## src/rtl/pipeline_hazard_ctrl.sv

```systemverilog
// Purpose: pipeline hazard controller (load-use stall, MDU wait, branch redirect flush) with stall/flush counters.
// Latency: lock/flush outputs are combinational from state and current inputs (0 cycles); counters update on the next edge.
// Backpressure: asserts PC/IF-ID/ID-EX locks to hold upstream stages; flushes override locks in the latches.
module pipeline_hazard_ctrl #(
    parameter int unsigned REDIRECT_CYC = 2,   // legal range 1..15
    parameter int unsigned CNT_W        = 32
) (
    input  logic             clk_i,
    input  logic             rst_ni,
    input  logic [4:0]       id_rs1_i,
    input  logic [4:0]       id_rs2_i,
    input  logic             id_rs1_used_i,
    input  logic             id_rs2_used_i,
    input  logic [4:0]       ex_rd_i,
    input  logic             ex_mem_read_i,
    input  logic             ex_branch_taken_i,
    input  logic             ex_mdu_busy_i,
    input  logic             cnt_clr_i,
    output logic             pc_lock_o,
    output logic             if_id_lock_o,
    output logic             id_ex_lock_o,
    output logic             if_id_flush_o,
    output logic             id_ex_flush_o,
    output logic [1:0]       state_o,
    output logic [CNT_W-1:0] stall_cnt_o,
    output logic [CNT_W-1:0] flush_cnt_o
);

    typedef enum logic [1:0] {
        RUN      = 2'd0,
        MDU_WAIT = 2'd1,
        REDIRECT = 2'd2,
        ILLEGAL  = 2'd3
    } state_e;

    // Down-counter preload: remaining REDIRECT cycles after the branch cycle itself.
    localparam logic [3:0] RELOAD      = 4'(REDIRECT_CYC - 1);
    localparam bit         MULTI_REDIR = (REDIRECT_CYC > 1);

    state_e     state_q, state_d;
    logic [3:0] redir_cnt_q, redir_cnt_d;
    logic       luh;

    logic       pc_lock_c, if_id_lock_c, id_ex_lock_c;
    logic       if_id_flush_c, id_ex_flush_c;

    logic [CNT_W-1:0] stall_cnt_q, flush_cnt_q;

    // Load-use hazard: ID reads a register that the load in EX has not yet produced.
    always_comb begin
        luh = ex_mem_read_i && (ex_rd_i != 5'd0) &&
              ((id_rs1_used_i && (id_rs1_i == ex_rd_i)) ||
               (id_rs2_used_i && (id_rs2_i == ex_rd_i)));
    end

    // Next-state and Mealy control outputs; branch beats MDU busy beats load-use.
    always_comb begin
        state_d       = state_q;
        redir_cnt_d   = redir_cnt_q;
        pc_lock_c     = 1'b0;
        if_id_lock_c  = 1'b0;
        id_ex_lock_c  = 1'b0;
        if_id_flush_c = 1'b0;
        id_ex_flush_c = 1'b0;

        case (state_q)
            RUN, MDU_WAIT: begin
                if (ex_branch_taken_i) begin
                    if_id_flush_c = 1'b1;
                    id_ex_flush_c = 1'b1;
                    if (MULTI_REDIR) begin
                        state_d     = REDIRECT;
                        redir_cnt_d = RELOAD;
                    end else begin
                        state_d = RUN;
                    end
                end else if (ex_mdu_busy_i) begin
                    pc_lock_c    = 1'b1;
                    if_id_lock_c = 1'b1;
                    id_ex_lock_c = 1'b1;
                    state_d      = MDU_WAIT;
                end else if (luh) begin
                    // Hold fetch/decode and inject a bubble into EX for one cycle.
                    pc_lock_c     = 1'b1;
                    if_id_lock_c  = 1'b1;
                    id_ex_flush_c = 1'b1;
                    state_d       = RUN;
                end else begin
                    state_d = RUN;
                end
            end
            REDIRECT: begin
                // Wrong-path fetches keep being squashed; MDU busy and load-use are moot here.
                if_id_flush_c = 1'b1;
                if (ex_branch_taken_i) begin
                    id_ex_flush_c = 1'b1;
                    redir_cnt_d   = RELOAD;
                    state_d       = REDIRECT;
                end else begin
                    redir_cnt_d = redir_cnt_q - 4'd1;
                    // A zero count cannot occur normally; treat it as done rather than wrap.
                    state_d     = (redir_cnt_q <= 4'd1) ? RUN : REDIRECT;
                end
            end
            default: begin
                state_d     = RUN;
                redir_cnt_d = 4'd0;
            end
        endcase
    end

    // State and redirect down-counter registers.
    always_ff @(posedge clk_i or negedge rst_ni) begin
        if (!rst_ni) begin
            state_q     <= RUN;
            redir_cnt_q <= 4'd0;
        end else begin
            state_q     <= state_d;
            redir_cnt_q <= redir_cnt_d;
        end
    end

    // Saturating performance counters; clear wins over a same-cycle increment.
    always_ff @(posedge clk_i or negedge rst_ni) begin
        if (!rst_ni) begin
            stall_cnt_q <= '0;
            flush_cnt_q <= '0;
        end else if (cnt_clr_i) begin
            stall_cnt_q <= '0;
            flush_cnt_q <= '0;
        end else begin
            if (pc_lock_o && (stall_cnt_q != '1)) begin
                stall_cnt_q <= stall_cnt_q + CNT_W'(1);
            end
            if (if_id_flush_o && (flush_cnt_q != '1)) begin
                flush_cnt_q <= flush_cnt_q + CNT_W'(1);
            end
        end
    end

    // Controls are gated by reset so the pipeline is released while reset is held.
    assign pc_lock_o     = rst_ni & pc_lock_c;
    assign if_id_lock_o  = rst_ni & if_id_lock_c;
    assign id_ex_lock_o  = rst_ni & id_ex_lock_c;
    assign if_id_flush_o = rst_ni & if_id_flush_c;
    assign id_ex_flush_o = rst_ni & id_ex_flush_c;
    assign state_o       = state_q;
    assign stall_cnt_o   = stall_cnt_q;
    assign flush_cnt_o   = flush_cnt_q;

endmodule

```

## config.mk

```make
export PLATFORM = sky130hd
export DESIGN_NAME = pipeline_hazard_ctrl
export DESIGN_NICKNAME = d
export VERILOG_FILES = /design/src/rtl/pipeline_hazard_ctrl.sv
export SDC_FILE = /design/constraint.sdc
export NUM_CORES = 1
export LEC_CHECK = 0
export CORE_ASPECT_RATIO = 2
export CORE_MARGIN = 2
export CORE_UTILIZATION = 50
export CTS_CLUSTER_DIAMETER = 80
export DETAILED_ROUTE_END_ITERATION = 8
export GPL_ROUTABILITY_DRIVEN = 0
export GPL_TIMING_DRIVEN = 1
export PLACE_DENSITY = 0.8
export SYNTH_ARGS = -nofsm -noshare
export SYNTH_HDL_FRONTEND = slang
export SYNTH_SLANG_ARGS = --single-unit
```

## constraint.sdc

```tcl
create_clock -name clk_i -period 2.5 [get_ports clk_i]
set_input_delay 0.25 -clock clk_i [delete_from_list [all_inputs] [get_ports clk_i]]
set_output_delay 0.25 -clock clk_i [all_outputs]
set_load 0.03 [all_outputs]
```

==> reports/results.tsv <==
metric	value	unit
outcome	finished clean	
final_cell_mix	clkdlybuf4s50_1, dfrtp_1, nor2_1	
drcViolationCount	0	
critical_path_class	in2out	
ff2ff_path_depth	7	
nNetsFinal	589	
rsz0062_at_grt	false	
ant_nets	0	
fin_area	5403	sq um
cts_buffers	9	
drt_first_pass_iters	6	
fin_crit_sh	93.30	%
cts_setup_buffers	0	
antenna_found_initial	0	
tightest_slew	789.9	ps
power_density	528.0	nW/um^2
relSlewSlack	47.34	%
antenna_cells	0	
via_count	3910	
cts_max_level	3	
drive_gt1_share	9.558	%
dp.cells	644	
syn2layout_area_growth	36.65	%
arrival	2080	ps
critPathRequiredTime	2250	ps
ios	94	
grt_pass1_wl	17870	microns
synth-async-reset-ratio	100.0	%
clock-root-buffer	clkbuf_16	
synth_edf_count	0	
grt_max_degree	61	
clk_path_buf_depth	2	
via_per_inst	5.933	
coreArea	7657	sq um
setup_viol_count_final	0	
whs	442.7	ps
setup_ws	167.5	ps
layout.cells.non_filler	659	
p_leak	2.197	nW
clkLatencyLatePin	330	ps
layout_commonest_cell	clkdlybuf4s50_1	
fin_skew	6.197	ps
ir_drop	0.5396	mV
ys_seq_elements	70	
portBuffers	93	
synth_cell_types	42	
overflow	0	
start_util	51.63	%
post-route-util	70.56	%
synth_area_per_cell	8.825	sq um
fin_crit	2332	ps
wire_per_inst	16.46	microns
cp_max_fo	3	
tns	0	ps
ys.flop_type	dfrtp_1	
regToRegSetupSlack	210	ps
grt_pass1_vias	3973	
seq_area_frac_synth	44.30	%
die-width	66.88	microns
drv_cap	0	
start_kind	input pin	
synth_cells	448	
total_power	2.852	mW
die_area	8678	sq um
synth_area	3954	sq um
clk_pin_slew	50	ps
clock-sinks	70	
die_h	129.8	microns
drt-total-wl	10850	microns
globalRouteTotalUtil	27.00	%
end_kind	output pin	
fmax	428.7	MHz
final_hold_viol_count	0	
dpl_cell_area	5139	sq um
drtIter0Drc	287	
cts_tree	yes	
synth_nets	475	
slew_violations	0	
hold_class	in2async	
dp_slack	-180.8	ps
ys_warn_count	0	
fp-row-count	45	
dp_hpwl	8018	microns
-- synth_stat cells, types with 3 or more instances --
cell type	instances	area (sq um)
xor2_1	28	245.2
xnor2_1	12	105.1
nor2_1	46	172.7
inv_1	9	33.78
and2_1	6	37.54
ha_1	4	50.05
nor2b_1	3	18.77
nor3_1	7	35.03
nand2_1	25	93.84
nor4_1	5	31.28
nand3_1	33	165.2
and4_1	5	43.79
clkbuf_1	17	63.81
dfrtp_1	70	1752
o21ai_0	32	160.2
and3_1	12	75.07
nand4_1	30	187.7
or3_1	33	206.5
or4_1	4	30.03
a21oi_1	38	190.2
-- area by class of cell --
| cell class | count | area (sq um) |
|---|---|---|
| Sequential cell | 70 | 1752 |
| Clock inverter | 2 | 10.01 |
| Clock buffer | 12 | 246.5 |
| Multi-Input combinational cell | 348 | 2088 |
| Timing Repair Buffer | 123 | 1151 |
| Inverter | 10 | 37.54 |
| Fill cell | 646 | 2255 |
| Tap cell | 94 | 117.6 |
-- per-layer routing --
layer / track usage (%) / vias to the layer above / wire (microns)
met5: 0 / - / 0
met4: 13.81 / 0 / 381
met3: 6.121 / 34 / 469
met2: 48.94 / 119 / 6028
met1: 28.27 / 1913 / 3971
li1: - / 1844 / -
-- critical path: stages --
cell             delay [ps]
clkdlybuf4s50_1         450
or4_1                   520
o21ai_0                 240
nand2b_1                170
a21oi_1                  90
dlygate4sd2_1           370
-- final timing paths --
| kind | start | to |
|---|---|---|
| worst max-delay path | ex_rd_i[1] | if_id_lock_o |
| worst min-delay path | rst_ni | state_o[0] |
| worst max register to register | stall_cnt_o[4] | stall_cnt_o[24] |
| worst min register to register | redir_cnt_q[3] | redir_cnt_q[3] |
| max in group asynchronous | rst_ni | flush_cnt_o[21] |
| min in group clk_i | cnt_clr_i | flush_cnt_o[2] |
-- flip-flops by register name, indices dropped and copies added, names as in the netlist --
name,cells
flush_cnt_o,32
stall_cnt_o,32
redir_cnt_q,4
state_o,2
-- where the power goes --
group | total (mW) | internal (mW) | switching, mW
Combinational | 0.500 | 0.213 | 0.287
Sequential | 1.23 | 1.18 | 0.0457
Clock | 1.13 | 0.683 | 0.443
-- repair_timing --
item	4_1_cts	5_1_grt
setup endpoints to repair	3	7
gates cloned	0	0
endpoints found under the hold margin	10	0
gates resized for setup	3	3
hold buffers	1	0
-- logic make-up after synthesis --
logic type,synth area share [%]
simple gates,30.63
compound gates,10.85
flops,44.30
xor+xnor,8.861
buf+inv,3.006
mux,1.076
fa+ha+maj,1.266
Power figures use the tool's default switching activity.
